<file path="src/rtl/fpcvt_pkg.sv">
// fpcvt_pkg: shared constants, fp8 encoding and FSM states for the fixed/float converters
package fpcvt_pkg;
  localparam int EXP_W = 3;
  localparam int SIG_W = 4;
  localparam int FIX_W = 12;
  typedef struct packed {
    logic             sign;
    logic [EXP_W-1:0] exp;
    logic [SIG_W-1:0] sig;
  } fp8_t;
  typedef enum logic [1:0] {IDLE, SHIFT, FINISH, HOLD} state_t;
endpackage

</file>
<file path="src/rtl/fp_expand_if.sv">
// fp_expand_if: valid/ready input (fp8) and output (fixed) streams of the float expander
//   master: producer/consumer side (drives in_valid, in_fp, out_ready)
//   slave : expander side (drives in_ready, out_valid, out_val)
interface fp_expand_if;
  import fpcvt_pkg::*;
  logic             in_valid;
  logic             in_ready;
  fp8_t             in_fp;
  logic             out_valid;
  logic             out_ready;
  logic [FIX_W-1:0] out_val;
  modport master (output in_valid, in_fp, out_ready, input in_ready, out_valid, out_val);
  modport slave  (input in_valid, in_fp, out_ready, output in_ready, out_valid, out_val);
endinterface

</file>
<file path="src/rtl/fp_sign_apply.sv">
// fp_sign_apply: conditional two's complement negate of a FIX_W magnitude
//   neg in  : negate when high
//   mag in  : unsigned magnitude
//   res out : signed result
module fp_sign_apply
  import fpcvt_pkg::*;
(
  input  logic             neg,
  input  logic [FIX_W-1:0] mag,
  output logic [FIX_W-1:0] res
);
  always_comb res = neg ? -mag : mag;
endmodule

</file>
<file path="src/rtl/fp_expand.sv">
// fp_expand: 8-bit float {sign,exp,sig} to FIX_W two's complement, valid/ready streams
//   clk, rst : clock, synchronous active-high reset
//   bus      : fp_expand_if.slave (in_valid/in_ready/in_fp, out_valid/out_ready/out_val)
//   busy     : conversion or result pending
//   FP_EXPAND_FAST_EN defined: single-cycle barrel shift, full throughput
//   FP_EXPAND_FAST_EN undefined: iterative one-bit-per-cycle shift FSM
module fp_expand
  import fpcvt_pkg::*;
(
  input  logic        clk,
  input  logic        rst,
  fp_expand_if.slave  bus,
  output logic        busy
);
  if (FIX_W < SIG_W + 2**EXP_W) begin : g_fix_w_chk
    $error("fp_expand: FIX_W too small for SIG_W + 2**EXP_W");
  end
  logic [FIX_W-1:0] res;
`ifdef FP_EXPAND_FAST_EN
  logic [FIX_W-1:0] shifted;
  assign shifted = FIX_W'(bus.in_fp.sig) << bus.in_fp.exp;
  fp_sign_apply u_sign (.neg(bus.in_fp.sign), .mag(shifted), .res(res));
  // a new input may enter whenever the output register is free or being drained
  assign bus.in_ready = !bus.out_valid || bus.out_ready;
  assign busy = bus.out_valid;
  always_ff @(posedge clk) begin
    if (rst) begin
      bus.out_valid <= 1'b0;
      bus.out_val   <= '0;
    end else if (bus.in_valid && bus.in_ready) begin
      bus.out_valid <= 1'b1;
      bus.out_val   <= res;
    end else if (bus.out_ready) begin
      bus.out_valid <= 1'b0;
    end
  end
`else
  state_t           state;
  logic             sign;
  logic [EXP_W-1:0] cnt;
  logic [FIX_W-1:0] mag;
  fp_sign_apply u_sign (.neg(sign), .mag(mag), .res(res));
  assign bus.in_ready = state == IDLE;
  assign busy = state != IDLE;
  always_ff @(posedge clk) begin
    if (rst) begin
      state         <= IDLE;
      sign          <= 1'b0;
      cnt           <= '0;
      mag           <= '0;
      bus.out_valid <= 1'b0;
      bus.out_val   <= '0;
    end else begin
      case (state)
        IDLE: if (bus.in_valid) begin
          sign  <= bus.in_fp.sign;
          cnt   <= bus.in_fp.exp;
          mag   <= FIX_W'(bus.in_fp.sig);
          state <= bus.in_fp.exp != '0 ? SHIFT : FINISH;
        end
        SHIFT: begin
          mag   <= mag << 1;
          cnt   <= cnt - 1'b1;
          state <= cnt == EXP_W'(1) ? FINISH : SHIFT;
        end
        FINISH: begin
          bus.out_val   <= res;
          bus.out_valid <= 1'b1;
          state         <= HOLD;
        end
        HOLD: if (bus.out_ready) begin
          bus.out_valid <= 1'b0;
          state         <= IDLE;
        end
        default: state <= IDLE;
      endcase
    end
  end
`endif
endmodule

</file>
<file path="src/flat_wrapper.sv">
// flat-port wrapper written by rule: the top's interface ports become plain ports
module fp_expand_flat import fpcvt_pkg::*;
  (clk, rst, busy, bus_in_valid, bus_in_fp, bus_out_ready, bus_in_ready, bus_out_valid, bus_out_val);
  fp_expand_if bus_i ();
  input  logic clk;
  input  logic rst;
  output logic busy;
  input wire logic [$bits(bus_i.in_valid)-1:0] bus_in_valid;
  input wire logic [$bits(bus_i.in_fp)-1:0] bus_in_fp;
  input wire logic [$bits(bus_i.out_ready)-1:0] bus_out_ready;
  output wire logic [$bits(bus_i.in_ready)-1:0] bus_in_ready;
  output wire logic [$bits(bus_i.out_valid)-1:0] bus_out_valid;
  output wire logic [$bits(bus_i.out_val)-1:0] bus_out_val;
  assign bus_i.in_valid = bus_in_valid;
  assign bus_i.in_fp = bus_in_fp;
  assign bus_i.out_ready = bus_out_ready;
  assign bus_in_ready = bus_i.in_ready;
  assign bus_out_valid = bus_i.out_valid;
  assign bus_out_val = bus_i.out_val;
  fp_expand u_core (.clk(clk), .rst(rst), .bus(bus_i), .busy(busy));
endmodule
</file>
<file path="config.mk">
export PLATFORM = sky130hd
export DESIGN_NAME = fp_expand_flat
export DESIGN_NICKNAME = d
export VERILOG_FILES = /design/src/rtl/fpcvt_pkg.sv /design/src/rtl/fp_expand_if.sv /design/src/rtl/fp_sign_apply.sv /design/src/rtl/fp_expand.sv /design/src/flat_wrapper.sv
export SDC_FILE = /design/constraint.sdc
export NUM_CORES = 1
export LEC_CHECK = 0
export ABC_AREA = 1
export BUFFER_PORTS_ARGS = -buffer_cell sky130_fd_sc_hd__buf_2
export CAP_MARGIN = 15
export CORE_MARGIN = 4
export CORE_UTILIZATION = 49
export CTS_CLUSTER_DIAMETER = 60
export DETAILED_ROUTE_END_ITERATION = 10
export GPL_TIMING_DRIVEN = 0
export MAX_ROUTING_LAYER = met4
export PLACE_DENSITY_LB_ADDON = 0.08
export SETUP_SLACK_MARGIN = 0.05
export SLEW_MARGIN = 10
export SYNTH_ARGS = -nofsm -noshare
export SYNTH_HDL_FRONTEND = slang
export SYNTH_SLANG_ARGS = --single-unit
</file>
<file path="constraint.sdc">
create_clock -name clk -period 1.3 [get_ports clk]
set_input_delay 0.13 -clock clk [delete_from_list [all_inputs] [get_ports clk]]
set_output_delay 0.13 -clock clk [all_outputs]
set_load 0.005 [all_outputs]
</file>
Word-level counts from Yosys, hierarchy flattened
Index checks and enable logic that the tools add are counted. W data, S select, Z words.

Add/subtract/negate cells: 2. Reductions and logical operators: 9. Muxes and demuxes: 12. Equality and inequality tests: 6.

Operator list (number): $mux W12 (2); $pmux W12 S2 (1); $neg A12 Y12 (1); $mux W2 (4); $pmux W2 S4 (1); $reduce_and A2 Y1 (4); $pmux W3 S2 (1); $reduce_bool A2 Y1 (3); $eq A2 B2 Y1 const B (2); $ne A2 B2 Y1 const B (2); $eq A3 B1 Y1 const B (1); $mux W3 (1); $reduce_bool A3 Y1 (1); $sub A3 B1 Y3 const B (1); $eq A2 B1 Y1 const B (1); $logic_not A2 Y1 (1); $pmux W1 S2 (1); $mux W1 (1).

Output and inout port bits: 15. Word-level logic and storage cells: 35. Flip-flop bits (word level): 31.

Logic depth before layout (Yosys ltp)
Depth in word-level cells: 4. Depth in mapped cells: 8.

Hierarchy
Synthesis repeated with hierarchy kept, for this count alone.

Cell total of the unflattened synthesis: 243. Area total of the unflattened synthesis: 1601.5 um^2.

By module, submodules not included: fp_expand (area each 1270.0 um^2, cells each 177, times used 1); fp_sign_apply (area each 331.6 um^2, cells each 66, times used 1).

Least setup slack after synthesis
No wires, ideal clock.

Path kind: register to register. From: register u_core.mag[1]. To: register u_core.bus.out_val[6]. Library setup time: 0.109 ns. Path slack: 0.083 ns. Arrival: 1.108 ns. Cell stages (with the launch flop): 9. Required time: 1.191 ns. Period minus slack after synthesis: 1.217 ns. Cells stage by stage: dfxtp_1 -> inv_1 -> ha_1 -> nand3_1 -> o21ai_2 -> xor2_1 -> nand2_1 -> nand2_1 -> inv_1.

Word-level cells in the longest chain between the ends: 2.

RTL lines: start, declared (RTL line fp_expand.sv:41) `logic [FIX_W-1:0] mag;`; start signal, assigned (RTL line fp_expand.sv:58) `mag <= FIX_W'(bus.in_fp.sig);`; start signal, assigned (RTL line fp_expand.sv:62) `mag <= mag << 1;`; $neg A12 Y12 (RTL line fp_sign_apply.sv:12) `always_comb res = neg ? -mag : mag;`; $mux W12 (RTL line fp_sign_apply.sv:12); end signal, assigned (RTL line fp_expand.sv:67) `bus.out_val <= res;`; end, declared (RTL line fp_expand_if.sv:13) `modport slave (input in_valid, in_fp, out_ready, output in_ready, out_valid, out_val);`.

Every way passes these cells. A chain may end at the register's enable or synchronous reset.

Final worst setup path
Ends and elaborated chain as after synthesis.

==> results.toml <==
[pwr]
power_w = 0.00287
leakagePower_nw = 0.901
vdd.ir_drop.worst_v = 0.00106
p_per_area_nw_per_um2 = 1490

[timing]
finalHoldViolCount = 0
fmax_mhz = 776
rsz0062_at_grt = "true"
finalCriticalPeriod_ps = 1290
slew_violations = 0
slew_headroom_pct = 68.9
setup_viol = 0
setup_slack_ps = 10.8
fin_tns_setup_ps = 0
timing.final.crit_share_pct = 99.2
skew_ps = 7.51
worst_slew_pin_slew_ps = 466

[synthesis]
ys_seq_area_share_pct = 40.1
synthSimpleGateAreaFrac_pct = 24.1
postSynthCellCount = 222
synth_compound_area_share_pct = 19.7
synth.most_common_cell = "nand2_1"
synthArstFlopShare_pct = 0
synth_xor_area_share_pct = 2.83
yosys.area_share.adder_pct = 2.43
ys_seq_elements = 31
yosys.area.top_type_share_pct = 40.1
synth.area.mux_share_pct = 0
synth_commonest_cells = "nand2_1 (56), dfxtp_1 (31), a21oi_1 (27), inv_1 (23), nor2_1 (17)"
synth_top_family_by_area = "simple AND/OR/NAND/NOR gates"
synth_area_leader_cell = "dfxtp_1"
syn_area_per_cell_um2 = 6.97
synth_nets = 237
netlist_area_um2 = 1550
synthFlopType = "dfxtp_1"
yosysWarnings = 0
synthDistinctLibCells = 27
synth-edff-count = 0
synth_area_leaders = "dfxtp_1 (40%), nand2_1 (14%), a21oi_1 (8.7%)"

[cts]
root_buffer = "clkbuf_4"
cts_buffers = 5
cts_sinks = 31
clk_path_buf_depth = 2
cts.clk_slew.worst_paths_ps = 90
worstSkewPairLatency_ps = 330
cts_hold_buf = 0
cts_max_level = 2
cts_tree = "built"

[drt]
vias = 1452
routedWlPerCell_um = 11.4
drtAntennaViolNets = 0
drtIter0Drc = 58
via_per_inst = 4.75
drc = 0
wirelength_um = 3480
first_pass_iters = 4

[finish]
areaGrowthSynthToFinish_pct = 24.8
final_cells = 306
num-nets-final = 276
post-route-util_pct = 63.8
multi_input_area_um2 = 811
antennaDiodeCount = 0
nFillCells = 306
final_layout_size_suffix_gt1_share_pct = 25.2
regArea_um2 = 628

[floorplan]
fp.dieW_um = 64.2
core.rowCount = 20
die_area_um2 = 4120
die_h_um = 64.2
initial_core_util_pct = 51.1
core_region_area_um2 = 3030
ios = 27

[placed_design]
dp_cells = 291
routabilityCongestion = 0.809
dp_slack_ps = -80.0
io_buffer_count = 25
dpl.hpwl_um = 2480

[status]
status = "completed"

[global_routing]
grt_pass1_vias = 1251
grt_max_degree = 11
grt_pass1_wl_um = 5980
antenna_found_initial = 0
overflow = 0
gr-usage-all-layers_pct = 19.3

[job]
timing.max_cap.violations = 0

[worst_setup_path]
worst_setup_path_end_kind = "flop"
crit_arrival_ps = 1530
critPathKind = "flop to flop"
cp_max_fo = 5
startpoint_type = "flop"
crit_required_ps = 1540

[hold_path]
hold_class = "primary input to flop"
[cells in the final DEF (no fill, tap or decap), drive strengths merged]
| cell | count |
|---|---|
| buf | 38 |
| a21oi | 27 |
| o21bai | 3 |
| nand2 | 59 |
| o21ai | 25 |
| ha | 3 |
| clkbuf | 11 |
| nand3 | 9 |
| xor2 | 5 |
| dfxtp | 31 |
| nor2 | 19 |
| o211ai | 1 |
| inv | 27 |
| o22ai | 1 |
| nand4 | 1 |
| or2 | 1 |
| clkinv | 1 |
[routing by layer]
metal / GRT usage (%) / up-vias / share of wire [%]
li1: - / 782 / -
met1: 26.3 / 634 / 50
met2: 27.7 / 30 / 43
met3: 5.98 / 6 / 5.6
met4: 4.75 / 0 / 1.2
met5: - / - / 0
[logic make-up (layout without fill, tap and decap cells)]
logic type      Yosys count  in the layout
buf+inv                  37             77
fa+ha+maj                 3              3
simple gates             89             89
compound gates           57             57
xor+xnor                  5              5
flops                    31             31
[where the power goes]
part | internal, W | switching (W) | total [W] | leakage, nW
sequential | 0.00109 | 0.0000935 | 0.00118 | 0.255
clock | 0.000318 | 0.000324 | 0.000642 | 0.0386
combinational | 0.000461 | 0.000588 | 0.00105 | 0.608
[stage by stage]
step                      cell area, µm²  hold slack (ps)
final                               1930             71.0
after global routing                1930             86.6
after CTS                           1870             69.3
after detailed placement            1730              421
after global placement              1730              407
after floorplan                     1550              295
[path summary, 6_finish.rpt]
check                                                       start                            endpoint  slack (ps)  cells after the start
worst min register to register  u_core.bus.out_valid$_SDFFE_PP0P_   u_core.bus.out_valid$_SDFFE_PP0P_         480                      2
worst max register to register         u_core.mag[1]$_SDFFE_PP0P_  u_core.bus.out_val[6]$_SDFFE_PP0P_          10                      8
worst min-delay path                                 bus_in_fp[0]          u_core.mag[0]$_SDFFE_PP0P_          70                      3
worst max-delay path                   u_core.mag[1]$_SDFFE_PP0P_  u_core.bus.out_val[6]$_SDFFE_PP0P_          10                      8
[final cells by class]
class                           instances  share of cell area [%]
Timing Repair Buffer                   32                    9.53
Multi-Input combinational cell        154                    42.0
Sequential cell                        31                    32.5
Tap cell                               44                    2.85
Clock buffer                            8                    3.56
Buffer                                  9                    3.69
Inverter                               28                    5.83
[worst max-delay path: stages (launching register included)]
cell,delay [ps]
dfxtp_2,340
inv_2,70
ha_4,140
nand3_4,90
o21ai_4,200
xor2_1,180
nand2_1,80
nand2_1,60
inv_1,30
[sequential cells by signal (all words and copies together) (netlist names)]
signal / cells
u_core.sign: 1
u_core.mag: 12
u_core.cnt: 3
u_core.bus.out_valid: 1
u_core.bus.out_val: 12
u_core.state: 2
[repair_timing]
item | 4_1_cts | 5_1_grt
pin swaps | 4 | 3
resized for setup | 14 | 9
buffers inserted | 3 | 4
gates cloned | 0 | 0
endpoints found under the setup margin | 9 | 30
No activity file was read; power rests on OpenSTA's default activity.
